--- src/rtl/estufa_ctrl.sv ---
// rtl/estufa_ctrl.sv - greenhouse climate FSM with minimum run time, dead time and filtered sensor fault
// Heater/cooler/fault are decoded from the state register, so each follows the inputs by one edge.
module estufa_ctrl #(
  parameter int MIN_ON     = 4,
  parameter int DEAD       = 2,
  parameter int FAULT_FILT = 3,
  parameter int CNT_W      = 8
) (
  input  logic       clk_2,
  input  logic       reset,
  input  logic       t1,
  input  logic       t2,
  input  logic       ack,
  output logic       heater,
  output logic       cooler,
  output logic       fault,
  output logic [2:0] state,
  output logic [7:0] n_starts
);

  typedef enum logic [2:0] {
    S_IDLE  = 3'd0,
    S_HEAT  = 3'd1,
    S_COOL  = 3'd2,
    S_DEAD  = 3'd3,
    S_FAULT = 3'd4
  } state_t;

  localparam logic [CNT_W-1:0] RUN_LAST  = CNT_W'(MIN_ON - 1);
  localparam logic [CNT_W-1:0] DEAD_LAST = CNT_W'(DEAD - 1);
  localparam logic [CNT_W-1:0] FILT_LAST = CNT_W'(FAULT_FILT - 1);
  localparam logic [CNT_W-1:0] FILT_MAX  = CNT_W'(FAULT_FILT);
  localparam logic [CNT_W-1:0] CNT_ONE   = CNT_W'(1);

  state_t           state_q, state_d;
  logic [CNT_W-1:0] run_cnt_q, run_cnt_d;
  logic [CNT_W-1:0] dead_cnt_q, dead_cnt_d;
  logic [CNT_W-1:0] bad_cnt_q, bad_cnt_d;
  logic [7:0]       n_starts_q, n_starts_d;

  logic heat_req, cool_req, bad, fault_trip, own_req;

  assign heat_req   = ~t1 & ~t2;
  assign cool_req   =  t1 &  t2;
  assign bad        = ~t1 &  t2;
  assign fault_trip = bad && (bad_cnt_q == FILT_LAST);

  always_ff @(posedge clk_2) begin
    if (reset) begin
      state_q    <= S_IDLE;
      run_cnt_q  <= '0;
      dead_cnt_q <= '0;
      bad_cnt_q  <= '0;
      n_starts_q <= '0;
    end else begin
      state_q    <= state_d;
      run_cnt_q  <= run_cnt_d;
      dead_cnt_q <= dead_cnt_d;
      bad_cnt_q  <= bad_cnt_d;
      n_starts_q <= n_starts_d;
    end
  end

  always_comb begin
    state_d    = state_q;
    run_cnt_d  = run_cnt_q;
    dead_cnt_d = dead_cnt_q;
    n_starts_d = n_starts_q;
    own_req    = (state_q == S_HEAT) ? heat_req : cool_req;
    if (bad) begin
      bad_cnt_d = (bad_cnt_q == FILT_MAX) ? bad_cnt_q : bad_cnt_q + CNT_ONE;
    end else begin
      bad_cnt_d = '0;
    end

    // The fault filter pre-empts every other transition, including an unfinished run.
    if (fault_trip && state_q != S_FAULT) begin
      state_d = S_FAULT;
    end else begin
      case (state_q)
        S_IDLE: begin
          if (heat_req || cool_req) begin
            state_d    = heat_req ? S_HEAT : S_COOL;
            run_cnt_d  = '0;
            n_starts_d = n_starts_q + 8'd1;
          end
        end
        S_HEAT, S_COOL: begin
          if (run_cnt_q == RUN_LAST) begin
            if (!own_req) begin
              state_d    = S_DEAD;
              dead_cnt_d = '0;
            end
          end else begin
            run_cnt_d = run_cnt_q + CNT_ONE;
          end
        end
        S_DEAD: begin
          if (dead_cnt_q == DEAD_LAST) begin
            state_d = S_IDLE;
          end else begin
            dead_cnt_d = dead_cnt_q + CNT_ONE;
          end
        end
        S_FAULT: begin
          if (ack && !bad) begin
            state_d   = S_IDLE;
            bad_cnt_d = '0;
          end
        end
        default: state_d = S_IDLE;
      endcase
    end
  end

  always_comb begin
    heater   = (state_q == S_HEAT);
    cooler   = (state_q == S_COOL);
    fault    = (state_q == S_FAULT);
    state    = state_q;
    n_starts = n_starts_q;
  end

endmodule

--- config.mk ---
export PLATFORM = sky130hd
export DESIGN_NAME = estufa_ctrl
export DESIGN_NICKNAME = d
export VERILOG_FILES = /design/src/rtl/estufa_ctrl.sv
export SDC_FILE = /design/constraint.sdc
export NUM_CORES = 1
export LEC_CHECK = 0
export BUFFER_PORTS_ARGS = -buffer_cell sky130_fd_sc_hd__buf_2
export CAP_MARGIN = 20
export CELL_PAD_IN_SITES_DETAIL_PLACEMENT = 1
export CELL_PAD_IN_SITES_GLOBAL_PLACEMENT = 1
export CORE_MARGIN = 4
export CORE_UTILIZATION = 47
export CTS_CLUSTER_SIZE = 40
export DETAILED_ROUTE_END_ITERATION = 12
export PLACE_DENSITY_LB_ADDON = 0.1
export SLEW_MARGIN = 30
export SYNTH_ARGS = -nofsm -noshare
export SYNTH_HDL_FRONTEND = slang
export SYNTH_SLANG_ARGS = --single-unit
--- constraint.sdc ---
create_clock -name clk_2 -period 3.35 [get_ports clk_2]
set_input_delay 0.335 -clock clk_2 [delete_from_list [all_inputs] [get_ports clk_2]]
set_output_delay 0.335 -clock clk_2 [all_outputs]
set_load 0.01 [all_outputs]
-- Word-level counts from Yosys, hierarchy flattened
Index checks and enable logic that the tools add are counted.
- flip-flop bits (word level): 35
- input bits: 5
- memory bits (writable): 0
- bits in latches: 0
- output and inout bits: 14
- memories: 0
- ROM bits: 0
- equality and inequality tests: 21
- magnitude comparators: 0
- bitwise gates (word level): 6
- divide/modulo/power cells: 0
- multiply operators: 0
- multiplexer cells: 21
- reduce and logical (&&, ||, !) cells: 15
- shifts and indexed selects: 0
- add/sub/neg operators: 4
- operators by type and width (kind ; count):
    8-bit 2-to-1 mux ; 10
    8-bit by 1-bit adder with 8-bit output, second input constant ; 4
    8-bit case mux with 2 select lines ; 2
    8-bit by 2-bit == test with 1-bit output, second input constant ; 3
    3-bit 2-to-1 mux ; 6
    3-bit inequality test, second input constant ; 5
    5-bit AND reduction ; 3
    2-bit inequality test, second input constant ; 6
    3-bit case mux with 4 select lines ; 1
    8-bit by 1-bit == test with 1-bit output, second input constant ; 1
    3-bit by 2-bit == test with 1-bit output, second input constant ; 2
    4-bit AND reduction ; 1
    2-bit nonzero test ; 2
    2-bit OR reduction ; 2
    1-bit bitwise AND ; 3
    3-bit by 1-bit == test with 1-bit output, second input constant ; 1
    3-bit == test, second input constant ; 1
    1-bit logical AND ; 3
    3-bit zero test ; 1
    3-bit by 1-bit inequality test with 1-bit output, second input constant ; 1
    1-bit NOT ; 3
    3-bit AND reduction ; 1
    2-bit 2-to-1 mux ; 1
    2-bit by 1-bit inequality test with 1-bit output, second input constant ; 1
    3 further kinds ; 3

-- Depth between registers and ports, before layout
Gate-level depths: netlist of the first run.
- word-level depth: 7
- gate-level depth with buffers: 8

-- Worst setup path before layout of the first run
No wires, ideal clock.
- path type: register to register
- from: register state_q[1] (netlist: state[1])
- to: register dead_cnt_q[4]
- buffers on the path: 2
- period minus slack after synthesis: 1987 ps
- slack: 1363 ps
- required time: 3280 ps
- cell stages (with the launch flop): 8
- arrival: 1917 ps
- path through: dfxtp_1 -> buf_2 -> nor3b_1 -> o2111a_2 -> nor2_1 -> buf_2 -> or4_1 -> a21oi_1
- longest elaborated chain between the ends: 4
- ends and longest elaborated chain (element ; line ; text):
    from (decl) ; 35 ; state_t state_q, state_d;
    from (signal assigned) ; 56 ; state_q <= state_d;
    3-bit by 1-bit == test with 1-bit output * ; - ;
    via heater ; 14 ; output logic heater,
    2-bit OR reduction / 1-bit 2-to-1 mux (equally long branches) ; 80, 69 ;
    2-bit inequality test (no source line) / 2-bit nonzero test (equally long branches) ; - ;
    5-bit AND reduction (no source line) ; - ;
    to (signal assigned) ; 58 ; dead_cnt_q <= dead_cnt_d;
    to (decl) ; 37 ; logic [CNT_W-1:0] dead_cnt_q, dead_cnt_d;
The timed path passes the listed nets; every way through them passes the cells marked *.
A chain may end at the register's enable or synchronous reset.

-- Final worst setup path of the first run
- from: register state_q[1] (netlist: state[1])
- to: register dead_cnt_q[0]
- longest elaborated chain between the ends: 4
- ends and longest elaborated chain (element ; line ; text):
    3-bit by 1-bit == test with 1-bit output (tied with other cells) ; 69, 80 ;
    2-bit OR reduction (tied with other cells) ; 80 ; case (state_q)
    2-bit inequality test (no source line) (tied with other cells) ; - ;
    5-bit AND reduction (no source line) ; - ;
Parallel ways exist; a longest one is shown, timed or not.

==> metrics.csv, run 1 <==
stage,metric,value,unit
status,status,"finished, final reports clean",
floorplanning,area of the core,3799,um^2
detailed_routing,DRT iter0 DRCs,94,
clock_network,Root Buffer,clkbuf_8,
run,MaxCap Viol Count,0,
synthesis,Post-synth EDFFs,0,
worst_hold_path,Hold Crit Class,in2reg,
floorplanning,Die Ht,71.68,um
sta,"Min Clock Period, post-route",2310,ps
setup_path,crit path DAT,2520,ps
place,Detailed Place HPWL,3530,um
sta,final worst path period share,68.96,%
finish,Final #Nets,250,
power_and_ir_drop,total power draw,1.197,mW
synthesis,register bit total from synthesis,35,
detailed_routing,routed length per instance,16.37,um
sta,unrepaired setup endpoints after global routing,false,
setup_path,Worst EP required,3560,ps
synthesis,share of the yosys chip area belonging to registers,36.77,%
synthesis,Post-Synthesis Cells,219,
clock_network,Inserted Clock Buffers,5,
synthesis,Syn Std Cell Area,1906,um^2
finish,P&R area growth vs syn,10.31,%
clock_network,clock latency on the worst-skew pair,290,ps
floorplanning,# rows,22,
finish,register area,700.7,um^2
finish,"Cell Count, Final, Fillers Out",285,
sta,"Hold Violations, Final",0,
grt,largest net degree at the start of global routing,19,
finish,layout cells sized above 1,14.77,%
sta,WHS,411.4,ps
sta,Peak Freq,432.9,MHz
place,PortBufs,18,
detailed_routing,drt total wl,4666,um
grt,first-pass GRT wire length,8493,um
setup_path,Reg2Reg Setup Slack,1040,ps
detailed_routing,vias per cell,5.933,
floorplanning,I/O Pins,19,
finish,n_diodes,0,
grt,Tot GR Track Use,20.33,%
sta,Max Slew Vio Count,0,
power_and_ir_drop,PD cells,569.7,nW/um^2
clock_network,post-CTS setup buffer count,0,
setup_path,critical path class,reg2reg,
grt,GRT Residual Overflow,0,
grt,vias in the first global route,1845,
worst_hold_path,hold path start,reset,
setup_path,Startpoint Class,flop,
place,routability cong.,0.7972,
grt,initial antenna violation count,0,
finish,"commonest non-fill, non-tap cell in the layout",dfxtp_1,
synthesis,Main synth FF type,dfxtp_1,
place,DP Worst Slack,1067,ps
floorplanning,Die Area,5137,um^2
sta,post-route setup TNS,0,ps
floorplanning,Die Wd,71.68,um
finish,# fillers,469,
setup_path,worst reg2reg endpoint,dead_cnt_q[0],
sta,PnR worst setup slack,1040,ps
setup_path,cells on worst reg2reg path,5,
sta,actual slew at the worst max-slew pin,852.4,ps
sta,final setup fails,0,
power_and_ir_drop,maximum VDD drop,405.9,uV
sta,relative slew slack,42.96,%
synthesis,Syn Area/Cell,8.701,um^2
setup_path,CP Max Fanout,18,
detailed_routing,DRT antenna net count,0,
place,dpl cells,277,
finish,multi-input logic area,1134,um^2
synthesis,Ys Warns,0,
clock_network,Longest Clk Path Bufs,2,
detailed_routing,Initial DRT Pass Iterations,4,
clock_network,Clock Sinks,35,
finish,most frequent cells in the layout,"35 x dfxtp_1, 23 x nor2_1, 18 x buf_2, 15 x a21oi_1, 12 x xor2_1",
synthesis,async set-or-reset flop fraction in the synthesized netlist,0,%
detailed_routing,Residual DRC,0,
clock_network,Post-CTS Hold Fix Bufs,0,
synthesis,syn_nets,233,
synthesis,synth unique cells,46,
clock_network,htree depth,2,
worst_hold_path,hold path depth,2,
detailed_routing,routed vias,1691,
floorplanning,initial core utilization,50.16,%
setup_path,endpoint class of the critical path,flop,
sta,clk_skew,7.021,ps
worst_hold_path,WHS Endpoint,n_starts[1],
clock_network,clk slew on worst S/H paths,70,ps
clock_network,post_cts resized,0,
power_and_ir_drop,leakage power,0.8138,nW
setup_path,worst r2r src,state[1],
clock_network,CTS tree,built,
worst max-delay path by stage:
| stage | startpoint | end | slack [ps] | depth (start not counted) |
|---|---|---|---|---|
| final | state[1] | dead_cnt_q[0] | 1040 | 5 |
| after floorplan | state[1] | dead_cnt_q[4] | 1360 | 7 |
| after global routing | state[1] | dead_cnt_q[1] | 780 | 5 |
| after global placement | t1 | run_cnt_q[3] | 1160 | 8 |
| after CTS | state[1] | dead_cnt_q[0] | 1030 | 5 |
| after detailed placement | t1 | run_cnt_q[3] | 1070 | 8 |
routing by layer:
layer | up-vias | global-route usage (%) | share of wire [%]
met2 | 19 | 36.12 | 51
met4 | 0 | 5.219 | 0.99
met1 | 834 | 24.81 | 46
met3 | 7 | 4.208 | 2.8
met5 | - | 0 | 0
li1 | 831 | - | -
synthesized netlist by cell type, types with 2 or more instances:
cell type	n	area share [%]
and3_1	2	0.66
o211ai_1	3	1.2
nor2_1	23	4.5
a21oi_1	15	3.9
nand2b_1	5	1.6
nand4_1	8	2.6
xnor2_1	5	2.3
buf_2	5	1.3
a21o_1	3	1.2
o31ai_1	4	1.6
nor3b_1	3	1.2
o2111ai_1	2	0.92
and4_1	2	0.92
or3_1	6	2.0
nand2_1	10	2.0
dfxtp_1	35	37
inv_1	9	1.8
nor3_1	3	0.79
or4_1	9	3.5
ha_1	9	5.9
nor2b_1	3	0.99
nand3b_1	3	1.2
o21ai_0	11	2.9
nand3_1	7	1.8
xor2_1	12	5.5
clkbuf_1	2	0.39
critical path, cell delays in order, from the launching register on:
cell and delay [ps]:
dfxtp_1 700, nor3b_1 140, o2111a_2 320, nor2_1 650, o21ai_0 240, a21oi_1 180
kinds of logic (layout without fill, tap and decap cells):
kind of cell | after synthesis | after routing | synth area share, %
xor+xnor | 17 | 17 | 7.813
compound gates | 48 | 48 | 16.55
mux | 1 | 1 | 0.5253
flops | 35 | 35 | 36.77
fa+ha+maj | 9 | 9 | 5.909
simple gates | 92 | 92 | 28.69
buf+inv | 17 | 35 | 3.742
flip-flops by register name (all words and copies together), names as in the netlist:
name and count:
bad_cnt_q 8, dead_cnt_q 8, n_starts 8, run_cnt_q 8
state 3
where the power goes:
group	internal (mW)	switching (mW)	leakage [nW]
logic	0.130	0.250	0.483
clock network	0.142	0.152	0.0477
registers	0.448	0.0755	0.283
total	0.720	0.477	0.814
metrics by stage:
step	area, um^2	util (%)
finish	2102	55.34
global route	2102	55.34
CTS	2102	55.34
detailed placement	2018	53.13
global placement	2018	53.13
floorplan	1906	-
layout make-up:
cell class              count  area share [%]
clock buffers               5           3.274
inverters                   9           1.607
repair buffers             18           4.286
clock inverters             3          0.7143
multi-input cells         167           53.93
flip-flops and latches     35           33.33
well taps                  48           2.857
Note: power is estimated with default switching activity, not from simulation.
==> run 2, diff against run 1 <==
--- a/config.mk
+++ b/config.mk
@@ -5,12 +5,13 @@
 export SDC_FILE = /design/constraint.sdc
 export NUM_CORES = 1
 export LEC_CHECK = 0
+export ABC_AREA = 1
 export BUFFER_PORTS_ARGS = -buffer_cell sky130_fd_sc_hd__buf_2
 export CAP_MARGIN = 20
 export CELL_PAD_IN_SITES_DETAIL_PLACEMENT = 1
 export CELL_PAD_IN_SITES_GLOBAL_PLACEMENT = 1
 export CORE_MARGIN = 4
-export CORE_UTILIZATION = 47
+export CORE_UTILIZATION = 42
 export CTS_CLUSTER_SIZE = 40
 export DETAILED_ROUTE_END_ITERATION = 12
 export PLACE_DENSITY_LB_ADDON = 0.1
==> constraint.sdc (replaced) <==
create_clock -name clk_2 -period 2.34 [get_ports clk_2]
set_input_delay 0.234 -clock clk_2 [delete_from_list [all_inputs] [get_ports clk_2]]
set_output_delay 0.234 -clock clk_2 [all_outputs]
set_load 0.01 [all_outputs]
==> run 2 against run 1 <==
Utilization is 4.8 points lower; area after synthesis grew 14%; synthesized cell count is 48% higher; critical path depth rose by 6; non-clock buffer count unchanged; cell count increased by 46%; clock power rose by 92%; sequential power rose by 42%; die area up 24%; critical path type unchanged; largest cell class unchanged.
==> metrics.csv, run 2 <==
stage,metric,value,unit
detailed_routing,routed length per instance,12.72,um
floorplanning,# rows,25,
sta,"Min Clock Period, post-route",1577,ps
setup_path,critical path depth in cells,11,
synthesis,Post-synth EDFFs,0,
place,PortBufs,18,
setup_path,Worst Setup SP,bad_cnt_q[0],
sta,unrepaired setup endpoints after global routing,false,
grt,GRT Residual Overflow,0,
clock_network,Longest Clk Path Bufs,2,
power_and_ir_drop,PD cells,998.9,nW/um^2
worst_hold_path,Hold Crit Class,in2reg,
clock_network,Clock Sinks,35,
synthesis,share of the yosys chip area belonging to registers,32.28,%
run,MaxCap Viol Count,0,
detailed_routing,drt total wl,5280,um
finish,layout cells sized above 1,16.38,%
clock_network,Root Buffer,clkbuf_8,
setup_path,Worst path top cell family by delay,simple AND/OR/NAND/NOR gates,
finish,register area,700.7,um^2
detailed_routing,DRT iter0 DRCs,42,
floorplanning,initial core utilization,44.77,%
synthesis,Synth top area share,32.28,%
clock_network,clk slew on worst S/H paths,70,ps
grt,Tot GR Track Use,18.85,%
setup_path,worst reg2reg endpoint,run_cnt_q[1],
clock_network,Inserted Clock Buffers,5,
synthesis,synth top area cells,"dfxtp_1 32%, nand2_1 14%, inv_1 7.8%",
sta,"Hold Violations, Final",0,
grt,largest net degree at the start of global routing,21,
detailed_routing,DRT antenna net count,0,
detailed_routing,Initial DRT Pass Iterations,4,
sta,Peak Freq,634.1,MHz
floorplanning,I/O Pins,19,
synthesis,register bit total from synthesis,35,
finish,fin util,50.53,%
finish,"Cell Count, Final, Fillers Out",415,
grt,initial antenna violation count,0,
setup_path,crit path DAT,1760,ps
setup_path,CP endpoint,run_cnt_q[1],
grt,first-pass GRT wire length,9508,um
sta,post-route setup TNS,0,ps
synthesis,async set-or-reset flop fraction in the synthesized netlist,0,%
synthesis,Post-Synthesis Cells,324,
floorplanning,Die Wd,79.90,um
setup_path,cells along the critical path,"inv_1, ha_1, nand2_1, nor2_1, nand3_4, nand2_2, inv_2, nand2_4, nand2_1, o21ai_0, nor2_1",
setup_path,CP Buf/Inv Count,2,
detailed_routing,routed vias,2020,
setup_path,CP Max Fanout,10,
power_and_ir_drop,maximum VDD drop,437.1,uV
power_and_ir_drop,total power draw,2.447,mW
status,status,"finished, final reports clean",
detailed_routing,Residual DRC,0,
clock_network,htree depth,2,
finish,# fillers,668,
setup_path,CP max stage cell,dfxtp_1,
place,Detailed Place HPWL,3932,um
finish,P&R area growth vs syn,12.85,%
finish,n_diodes,0,
clock_network,post-CTS setup buffer count,0,
synthesis,largest area contributor in the netlist,dfxtp_1,
finish,"commonest non-fill, non-tap cell in the layout",nand2_1,
sta,relative slew slack,72.87,%
synthesis,Post-synth top cells,"80 x nand2_1, 45 x inv_1, 36 x nor2_1",
sta,clk_skew,11.53,ps
setup_path,cells on worst reg2reg path,11,
synthesis,syn_nets,338,
setup_path,Startpoint Class,flop,
floorplanning,area of the core,4848,um^2
synthesis,most frequent cell after synthesis,nand2_1,
synthesis,synth unique cells,26,
sta,actual slew at the worst max-slew pin,407.0,ps
setup_path,Reg2Reg Setup Slack,760,ps
clock_network,Post-CTS Hold Fix Bufs,0,
setup_path,critical path's largest stage delay,330,ps
detailed_routing,vias per cell,4.867,
power_and_ir_drop,leakage power,1.127,nW
finish,multi-input logic area,1256,um^2
clock_network,clock latency on the worst-skew pair,300,ps
place,"Cell Area, Placed",2337,um^2
finish,Final #Nets,361,
floorplanning,Die Ht,79.90,um
synthesis,Main synth FF type,dfxtp_1,
clock_network,post_cts resized,0,
sta,final setup fails,0,
clock_network,CTS tree,built,
sta,Max Slew Vio Count,0,
synthesis,Syn Area/Cell,6.700,um^2
place,routability cong.,0.8217,
place,dpl cells,407,
setup_path,Worst EP required,2530,ps
sta,final worst path period share,67.39,%
finish,most frequent cells in the layout,"80 x nand2_1, 45 x inv_1, 36 x nor2_1, 35 x dfxtp_1, 26 x a21oi_1",
floorplanning,Die Area,6383,um^2
grt,vias in the first global route,2091,
worst_hold_path,hold path depth,4,
setup_path,critical path class,reg2reg,
synthesis,Ys Warns,0,
synthesis,Syn Std Cell Area,2171,um^2
setup_path,worst r2r src,bad_cnt_q[0],
finish,Final Instance Area,2450,um^2
setup_path,endpoint class of the critical path,flop,
run 2: cell types whose count changed after synthesis, sizes merged, moves of 5 or more:
| cell | previous run | this run |
|---|---|---|
| inv | 9 | 55 |
| or4 | 9 | 0 |
| nand2b | 5 | 0 |
| nand2 | 10 | 91 |
| nor2 | 23 | 39 |
| or3 | 6 | 0 |
| buf | 5 | 0 |
| a21oi | 16 | 27 |
| nand3 | 7 | 27 |
run 2: cells by family after synthesis:
| family | after synthesis | synth area share (%) |
|---|---|---|
| xor gates and xnor gates | 14 | 5.649 |
| AOI/OAI and AO/OA | 38 | 9.221 |
| DFF | 35 | 32.28 |
| and+or+nand+nor | 171 | 37.81 |
| adders and majority gates | 9 | 5.187 |
| buffers and inverters | 57 | 9.856 |
run 2: area by class of cell:
| class | count | area share, % |
|---|---|---|
| inverters | 55 | 8.427 |
| clock inverters | 3 | 1.788 |
| multi-input cells | 232 | 51.28 |
| flip-flops and latches | 35 | 28.60 |
| clock buffers | 5 | 2.809 |
| well taps | 67 | 3.422 |
| repair buffers | 18 | 3.677 |
run 2: metal layers:
layer	track usage (%)	up-vias	share of wire (%)
li1	-	1060	-
met1	21.80	942	45
met2	34.02	12	52
met3	4.176	6	2.3
met4	6.081	0	1.3
met5	0	-	0
run 2: worst min path at each step:
stage	startpoint	end	slack, ps
after global routing	ack	state[2]	270
final	ack	state[2]	250
after detailed placement	dead_cnt_q[7]	dead_cnt_q[7]	480
after global placement	dead_cnt_q[4]	dead_cnt_q[4]	470
after floorplan	reset	bad_cnt_q[0]	420
after CTS	ack	state[2]	240
run 2: worst min-delay path, cell delays in order:
cell     delay (ps)
buf_2            80
nand2_1          40
nand2_1          70
a21oi_1          60
run 2: power by group:
group,leakage (nW),switching [mW],internal (mW)
Combinational,0.785,0.789,0.349
Sequential,0.284,0.0870,0.659
Clock,0.0581,0.247,0.318
run 2: stage by stage:
stage,hold WS (ps),setup WS [ps]
2_1_floorplan,418.1,953.6
3_3_place_gp,468.0,724.9
3_5_place_dp,476.4,693.1
4_1_cts,240.2,731.0
5_1_grt,269.9,550.0
6_report,247.1,763.0
